<file path="config.mk">
export PLATFORM = sky130hd
export DESIGN_NAME = pack
export DESIGN_NICKNAME = d
export VERILOG_FILES = /design/src/rtl/pack.sv
export SDC_FILE = /design/constraint.sdc
export NUM_CORES = 2
export LEC_CHECK = 0
export CAP_MARGIN = 10
export CORE_UTILIZATION = 25
export CTS_CLUSTER_DIAMETER = 40
export DETAILED_ROUTE_END_ITERATION = 8
export SLEW_MARGIN = 20
export SYNTH_ARGS = -nofsm -noshare
export SYNTH_HDL_FRONTEND = slang
export SYNTH_SLANG_ARGS = --single-unit
</file>
<file path="constraint.sdc">
create_clock -name i_clk -period 4.6 [get_ports i_clk]
set_input_delay 0.46 -clock i_clk [delete_from_list [all_inputs] [get_ports i_clk]]
set_output_delay 0.46 -clock i_clk [all_outputs]
set_load 0.05 [all_outputs]
</file>
<file path="src/rtl/pack.sv">
// Packet framer: buffers one full payload of parallel words, then serializes it (optionally behind a 32-bit sync word).
// Latency: the first output chunk is valid in the cycle after the edge that accepts the last payload word.
// Backpressure: input is refused while draining; the output holds o_data/o_valid steady while i_ready_output is low.
//
// Ports:
//   i_clk, i_reset (async, active-low)
//   i_data/i_valid_input/o_ready    : payload word input handshake (accepted only while filling)
//   o_data/o_valid/i_ready_output   : narrow output stream handshake
// Build option: define PACK_PREAMBLE_EN to prefix every packet with PREAMBLE (MSB-first).
// Without it the packet is payload only.
module pack #(
    parameter int          SIZE_BIT_PACK   = 1976,
    parameter int          SIZE_INPUT_BIT  = 8,
    parameter int          SIZE_OUTPUT_BIT = 1,
    parameter logic [31:0] PREAMBLE        = 32'hCF80AA31
) (
    input  logic                       i_clk,
    input  logic                       i_reset,
    output logic                       o_ready,
    input  logic [SIZE_INPUT_BIT-1:0]  i_data,
    input  logic                       i_valid_input,
    input  logic                       i_ready_output,
    output logic [SIZE_OUTPUT_BIT-1:0] o_data,
    output logic                       o_valid
);

    localparam int W   = SIZE_BIT_PACK / SIZE_INPUT_BIT;
    localparam int CPW = SIZE_INPUT_BIT / SIZE_OUTPUT_BIT;
    localparam int AW  = (W > 1) ? $clog2(W) : 1;
    localparam int CW  = (CPW > 1) ? $clog2(CPW) : 1;

    localparam logic [AW-1:0] LAST_WORD  = AW'(W - 1);
    localparam logic [CW-1:0] LAST_CHUNK = CW'(CPW - 1);

`ifdef PACK_PREAMBLE_EN
    localparam int            PCH      = 32 / SIZE_OUTPUT_BIT;
    localparam int            PW       = (PCH > 1) ? $clog2(PCH) : 1;
    localparam logic [PW-1:0] LAST_PRE = PW'(PCH - 1);
`endif

    typedef enum logic [1:0] {
        ST_FILL     = 2'd0,
`ifdef PACK_PREAMBLE_EN
        ST_PREAMBLE = 2'd1,
`endif
        ST_PAYLOAD  = 2'd2
    } state_t;

    state_t              state;
    logic [AW-1:0]       wr_addr;
    logic [AW-1:0]       rd_word;
    logic [CW-1:0]       rd_chunk;
`ifdef PACK_PREAMBLE_EN
    logic [PW-1:0]       pre_cnt;
`endif

    // Single bank: filling and draining never overlap, so one write and one read port suffice.
    logic [SIZE_INPUT_BIT-1:0] mem [W];

    logic [AW-1:0]              nxt_word;
    logic [CW-1:0]              nxt_chunk;
    logic                       last_chunk;
    logic                       last_word;
    logic [SIZE_OUTPUT_BIT-1:0] nxt_dat;
    logic                       wr_en;

    // Chunk c of a word, counted from the MSB end.
    function automatic logic [SIZE_OUTPUT_BIT-1:0] chunk_of(input logic [SIZE_INPUT_BIT-1:0] w,
                                                            input logic [CW-1:0] c);
        logic [SIZE_INPUT_BIT-1:0] s;
        s = w << (int'(c) * SIZE_OUTPUT_BIT);
        return s[SIZE_INPUT_BIT-1 -: SIZE_OUTPUT_BIT];
    endfunction

    // Chunk n of the sync word, counted from the MSB end.
    function automatic logic [SIZE_OUTPUT_BIT-1:0] preamble_chunk(input int n);
        logic [31:0] s;
        s = PREAMBLE << (n * SIZE_OUTPUT_BIT);
        return s[31 -: SIZE_OUTPUT_BIT];
    endfunction

    assign wr_en = (state == ST_FILL) && i_valid_input && o_ready;

    // Read pointer look-ahead: o_data is registered, so the chunk after the
    // current one is fetched combinationally and loaded on each transfer.
    always_comb begin
        last_chunk = (rd_chunk == LAST_CHUNK);
        last_word  = (rd_word == LAST_WORD);
        nxt_chunk  = rd_chunk + CW'(1);
        nxt_word   = rd_word;
        if (last_chunk) begin
            nxt_chunk = '0;
            nxt_word  = last_word ? '0 : rd_word + AW'(1);
        end
        nxt_dat = chunk_of(mem[nxt_word], nxt_chunk);
    end

    always_ff @(posedge i_clk) begin
        if (wr_en) begin
            mem[wr_addr] <= i_data;
        end
    end

    always_ff @(posedge i_clk or negedge i_reset) begin
        if (!i_reset) begin
            state    <= ST_FILL;
            wr_addr  <= '0;
            rd_word  <= '0;
            rd_chunk <= '0;
`ifdef PACK_PREAMBLE_EN
            pre_cnt  <= '0;
`endif
            o_ready  <= 1'b0;
            o_valid  <= 1'b0;
            o_data   <= '0;
        end else begin
            case (state)
                ST_FILL: begin
                    o_ready <= 1'b1;
                    if (wr_en) begin
                        if (wr_addr == LAST_WORD) begin
                            // Last word: stop accepting and present the first chunk on the same edge.
                            wr_addr <= '0;
                            o_ready <= 1'b0;
                            o_valid <= 1'b1;
`ifdef PACK_PREAMBLE_EN
                            state   <= ST_PREAMBLE;
                            pre_cnt <= '0;
                            o_data  <= preamble_chunk(0);
`else
                            state   <= ST_PAYLOAD;
                            // A one-word packet has its only word still on i_data this edge.
                            o_data  <= chunk_of((wr_addr == '0) ? i_data : mem[0], '0);
`endif
                        end else begin
                            wr_addr <= wr_addr + AW'(1);
                        end
                    end
                end
`ifdef PACK_PREAMBLE_EN
                ST_PREAMBLE: begin
                    if (i_ready_output) begin
                        if (pre_cnt == LAST_PRE) begin
                            state   <= ST_PAYLOAD;
                            pre_cnt <= '0;
                            o_data  <= chunk_of(mem[0], '0);
                        end else begin
                            pre_cnt <= pre_cnt + PW'(1);
                            o_data  <= preamble_chunk(int'(pre_cnt) + 1);
                        end
                    end
                end
`endif
                ST_PAYLOAD: begin
                    if (i_ready_output) begin
                        if (last_chunk && last_word) begin
                            state    <= ST_FILL;
                            rd_word  <= '0;
                            rd_chunk <= '0;
                            o_valid  <= 1'b0;
                            o_ready  <= 1'b1;
                            o_data   <= '0;
                        end else begin
                            rd_word  <= nxt_word;
                            rd_chunk <= nxt_chunk;
                            o_data   <= nxt_dat;
                        end
                    end
                end
                default: begin
                    state   <= ST_FILL;
                    o_ready <= 1'b0;
                    o_valid <= 1'b0;
                    o_data  <= '0;
                end
            endcase
        end
    end

endmodule

</file>
Yosys cells after proc, flatten, opt, wreduce, memory -nomap -nowiden. Memories as Yosys holds them, arrays and structs flattened. Index checks and enable logic that the tools add are counted.

Memories kept: 1. Flip-flop bits (word level): 24. Input bits: 12. Memory bits (writable): 1976.

Equal/unequal tests: 8. Mux-type cells: 29. Reduce and logical (&&, ||, !) cells: 10. Add/sub/neg operators: 3. Shift-type cells: 1.

Memory list: mem (words 247, bits a word 8, read ports 2, clocked after memory_dff 0, write ports 1, RTL line 58) `logic [SIZE_INPUT_BIT-1:0] mem [W];`.

Operators with widths (count): two-way mux 8 bit (5); adder 8 x 1 -> 8 bit, second input constant (2); == test 8 bit, second input constant (2); two-way mux 1 bit (14); logical NOT 8 bit (1); two-way mux 2 bit (4); << shifter 8 x 3 -> 8 bit (1); two-way mux 3 bit (2); inequality test 2 bit, second input constant (3); case mux 1 bit (2 select lines) (3); AND reduction 2 bit (3); case mux 2 bit (2 select lines) (1); AND reduction 4 bit (1); adder 3 x 1 -> 3 bit, second input constant (1); == test 3 bit, second input constant (1); logical AND 1 bit (3); AND reduction 3 bit (1); == test 2 bit, second input constant (1); logical NOT 2 bit (1); inequality test 2 x 1 -> 1 bit, second input constant (1).

Logic depth before layout (Yosys ltp). An unclocked memory read counts as a cell.

Depth in word-level cells: 8. Gate-level depth with buffers: 19.

Worst setup path before layout. Ideal clock, no wire load.

Kind: register to register. From: reg rd_word[0]. To: reg o_data. Setup time: 0.087 ns. Setup slack: 1.120 ns. Clock period less this slack: 3.480 ns. Stages on the path, launching flop included: 18. Arrival: 3.393 ns. Cell sequence: dfrtp_1 -> buf_6 -> inv_1 -> ha_1 -> buf_2 -> and2b_1 -> a22o_2 -> nand2_4 -> buf_6 -> buf_6 -> o22ai_1 -> o32ai_1 -> a211o_1 -> o41ai_1 -> o211ai_1 -> a32oi_1 -> o21bai_1 -> a22oi_1.

Word-level cells in the longest chain between the ends: 8.

RTL lines: start, declared (RTL line 51) `logic [AW-1:0] rd_word;`; start signal, assigned (RTL line 164) `rd_word <= nxt_word;`; adder 8 x 1 -> 8 bit / == test 8 bit (equally long branches) (RTL line 93, 88); two-way mux 8 bit (RTL line 93) `nxt_word = last_word ? '0 : rd_word + AW'(1);`; two-way mux 8 bit (RTL line 91) `if (last_chunk) begin`; memory read (247 x 8 bit); << shifter 8 x 3 -> 8 bit (RTL line 71) `s = w << (int'(c) * SIZE_OUTPUT_BIT);`; two-way mux 1 bit (*) (RTL line 156) `if (last_chunk && last_word) begin`; two-way mux 1 bit (*) (RTL line 155) `if (i_ready_output) begin`; case mux 1 bit (2 select lines) (*) (RTL line 117) `case (state)`; end signal, assigned (RTL line 133) `o_data <= chunk_of((wr_addr == '0) ? i_data : mem[0], '0);`; end signal, assigned (RTL line 166) `o_data <= nxt_dat;`; end, declared (RTL line 23) `output logic [SIZE_OUTPUT_BIT-1:0] o_data,`.

Mark *: on every way between the ends. The rest lies on a longest branch, timed or not. The select of a mux whose other input is x is not followed. A chain may end at the register's enable or synchronous reset.

Worst setup path after layout.
From: reg rd_chunk[0]. To: reg o_data.

Word-level cells in the longest chain between the ends: 7.

RTL lines: start, declared (RTL line 52) `logic [CW-1:0] rd_chunk;`; start signal, assigned (RTL line 165) `rd_chunk <= nxt_chunk;`; == test 3 bit (RTL line 87) `last_chunk = (rd_chunk == LAST_CHUNK);`; two-way mux 8 bit (RTL line 91); memory read (247 x 8 bit); << shifter 8 x 3 -> 8 bit (RTL line 71); two-way mux 1 bit (*) (RTL line 156); two-way mux 1 bit (*) (RTL line 155); case mux 1 bit (2 select lines) (*) (RTL line 117).

Marked as above.

==> results.md <==
* Result of the run: finished, final reports clean
* Dominant synthesized flop cell: edfxtp_1
* Flip-flop and latch count after synthesis at ~2000
* Clock tree buffer depth at 4
* Most instantiated cells after synthesis: edfxtp_1 (1976), nand2_1 (1032), nor2_1 (332)
* Overall power after layout at 0.0431 W
* I/O pin count at 15
* Maximum clock skew at final layout at between 0.06 and 0.07 ns
* GRT Residual Overflow at 0
* Final Critical Period at between 4 and 5 ns
* Number of stages on the worst setup path at 16
* Ys Warns at 0
* Gate power share at 0.025
* Register area share after synthesis at 0.749
* Worst hold path stage count at 1
* Overall global routing resource usage at 0.160
* Total vias in the final route at 53700
* Per-cell via count in the routed design at 5.19
* Post-Synth XOR/XNOR Area at 0.00194
* Start-to-end type of the worst setup path: register to register
* CP Data Required Time at 5.35 ns
* Switching Fraction at 0.215
* Period utilisation layout at 0.988
* Growth of design area from synthesis to finish at 21.5%
* Worst hold path startpoint: i_data[5]
* Via count of the first global-routing pass at 51300
* H-Tree Depth at 5
* Asr flop ratio synth at 0.0110
* Ratio of total power to cell area at 444 nW/um2
* Final RePlAce weighted congestion at roughly 0.93
* Post-layout worst setup margin at 0.0566 ns
* Length of routed met2 wiring at 121 mm
* Library cell with the largest summed area after synthesis: edfxtp_1
* Multi-input gate area in the final layout at 18000 um2
* Die extent in x at 568 um
* CTS root buffer: clkbuf_16
* Register share of total power at 0.470
* Worst reg2reg path startpoint: rd_chunk[0]$_DFFE_PN0P_
* Clock Sinks at 1998
* Routed Antenna Nets at 0
* CTS buffer count at between 200 and 300
* Combinational family with the most area after synthesis: compound AO/OA/AOI/OAI gates
* Combined flip-flop and latch cell area at 59900 um2
* CP max FO at 8
* Syn Nets at ~5600
* Initial core utilization at 0.251
* Initial antenna violation count at 11
* Fraction of power consumed by the clock network at 0.504
* Post-route setup TNS at 0 ns
* Area of the mapped netlist at 80000 um2
* Fin nets at approximately 6000
* Max-slew headroom at the worst pin at 0.189
* Crit path DAT at 5.29 ns
* Detailed-route DRC error count at 0
* Clock transition time at the flip-flop clock pins of the worst setup and hold paths at 0.06 ns
* Internal portion of total power at 0.0338 W
* Filler instances at 31200
* Mapped Avg Cell Area at 14.2 um2
* Routed Wire Length at 266 mm
* DIE AREA at 322000 um2
* FP Rows at 207
* Clock tree from TritonCTS: yes
* Family of cells with the greatest summed delay on the critical path: compound AO/OA/AOI/OAI gates
* Total of endpoints with negative setup slack in the final report at 0
* Setup repair after global routing missed its margin: false
* Switching power of the nets at between 0.009 and 0.01 W
* Final core area utilization at 0.305
* Maximum number of pins on one net before global-route repair at roughly 120
* Number of distinct standard cells referenced by the synthesized netlist at 98
* Standard cell with the maximum stage delay on the critical path: o2111ai_2
* Nature of the critical path endpoint: register
* Worst-margin pin slew at 1.22 ns
* Post-synthesis cell count at 5625
* Static leakage at 32.2 nW
* Global-route wire length before repair at 378 mm
* Routed wire length on met3 at 27.5 mm
* Final routed wire length divided by cell count at around 26 um
* Die Y at 568 um
* Area inside the core boundary at around 320000 um2
* Number of cell instances on the worst register-to-register path at 16
* Skew-Pair Late Insertion Delay at 0.92 ns
* Post-synthesis share of cell area spent on full adders, half adders and majority gates at 0.00125
* IO Port Bufs at 14
* WP buf/inv at 4
* Startpoint kind of the worst setup timing path: register
* Place WS at -0.242 ns
* Most common cell in the netlist: edfxtp_1
* Post-detailed-placement half-perimeter wirelength at 168 mm
* Ordered list of cells on the worst path: ha_1, ha_2, buf_4, and4_1, xnor2_1, buf_4, nor2_1, a31oi_1, o2111ai_2, nand4_1, buf_4, o31ai_1, buf_4, a32oi_1, o21bai_1, a22oi_1
* Worst hold slack at 0.0864 ns
* Iteration count of the initial detailed-routing pass at 6
* Post-Synth Simple-Gate Area at 0.0974
* Number of flops mapped to enable cells by yosys at between 1500 and 2000
* Most frequent cell on the critical path: buf_4
* Startpoint of the most critical setup path: rd_chunk[0]$_DFFE_PN0P_
* Max-Cap Viols at 0
* Final Max Slew Viols at 0
* Final hold violation count at 0
* Synth top area share at 0.742
* Multiplexer share of the synthesized area at 0.0211
* M1 WL at 106 mm
* Class of the tightest hold or removal check: input port to register
* Largest cells by area after synthesis: edfxtp_1 (74%), nand2_1 (4.8%), o22ai_1 (2.4%), mux2i_1 (1.9%), nand3_1 (1.8%)
* Share of post-route cells with drive strength above 1 at 0.156
* Upper clock frequency limit at 0.220 GHz
* First-iteration detailed-routing DRC count at 7092
* Top Layer Used: met5
* Worst stage delay on the critical path at 0.59 ns
* Share of the synthesized area in compound gates (AO/OA/AOI/OAI) at 0.101
* Maximum resistive drop on vdd at 0.403 mV
==> flip-flops by register name, indices dropped and copies added (netlist names) <==
signal    count
state         1
o_data        1
rd_word       8
o_ready       1
rd_chunk      3
mem        1976
wr_addr       8
==> layout make-up <==
type | count | area share
multi-input combinational | 3213 | 0.186
timing repair buffer | 449 | 0.0463
sequential | 1998 | 0.617
clock buffer | 322 | 0.0775
antenna | 9 | 0.000232
inverter | 7 | 0.000270
tap | 4180 | 0.0538
clock inverter | 181 | 0.0196
==> path summary, 6_finish.rpt <==
path / to / slack (ns)
worst max-delay path: o_data$_DFFE_PN0P_ / 0.06
worst min-delay path: mem[18][5]$_DFFE_PP_ / 0.09
min in group asynchronous: rd_word[5]$_DFFE_PN0P_ / 0.54
worst max register to register: o_data$_DFFE_PN0P_ / 0.06
max in group asynchronous: state[1]$_DFFE_PN0P_ / 3.67
worst min register to register: rd_chunk[1]$_DFFE_PN0P_ / 0.52
==> power by group through the flow <==
stage / logic [W] / clock network (W) / registers [W]
6_report: 0.00110 / 0.0217 / 0.0203
5_1_grt: 0.00112 / 0.0227 / 0.0203
4_1_cts: 0.00107 / 0.0219 / 0.0203
3_5_place_dp: 0.00107 / 0 / 0.0206
3_3_place_gp: 0.00104 / 0 / 0.0206
2_1_floorplan: 0.000361 / 0 / 0.0206
==> kinds of logic after synthesis <==
| kind of cell | after synthesis |
|---|---|
| flip-flops | 1998 |
| AND/OR/NAND/NOR | 1840 |
| AO/OA/AOI/OAI | 1191 |
| buffers and inverters | 414 |
| multiplexers | 161 |
| XOR/XNOR | 13 |
| adder cells (fa/ha/maj) | 8 |
==> cell usage in the layout, fill, tap and decap left out, types with 92 or more instances in the layout <==
cell       count
edfxtp_1    1976
nor2_1       327
buf_4        349
nand2_1     1030
o21ai_0       92
mux2i_1      153
a31oi_1       95
a21oi_1      244
o22ai_1      312
clkbuf_16    298
nand3_1      291
==> routing by layer <==
layer,track usage,up-vias
met5,0,-
met4,0.0725,10
met3,0.0347,617
met2,0.248,3247
met1,0.213,27300
li1,-,22500
==> per-stage QoR <==
| stage | cell area [um2] | std cells |
|---|---|---|
| after floorplan | 80000 | 5625 |
| after global placement | 87500 | 9835 |
| after detailed placement | 87500 | 9835 |
| after CTS | 97100 | 10300 |
| after global routing | 97100 | 10400 |
| final | 97100 | 10400 |
==> worst register-to-register path: stages, from the launching register on <==
cell and delay, ns:
dfrtp_1 0.39, ha_1 0.17, ha_2 0.31, buf_4 0.18
and4_1 0.39, xnor2_1 0.27, buf_4 0.21, nor2_1 0.43
a31oi_1 0.28, o2111ai_2 0.59, nand4_1 0.26, buf_4 0.21
o31ai_1 0.08, buf_4 0.19, a32oi_1 0.11, o21bai_1 0.20
a22oi_1 0.12
==> what timing repair did <==
item / in CTS / in global routing
setup buffers: 10 / 0
pin swaps: 1 / 0
hold endpoints to repair: 8 / 0
hold buffers: 1 / 0
gates resized for setup: 7 / 7
endpoints found under the setup margin: 1 / 1
gates cloned: 0 / 1
Note: power is estimated with default switching activity, not from simulation.
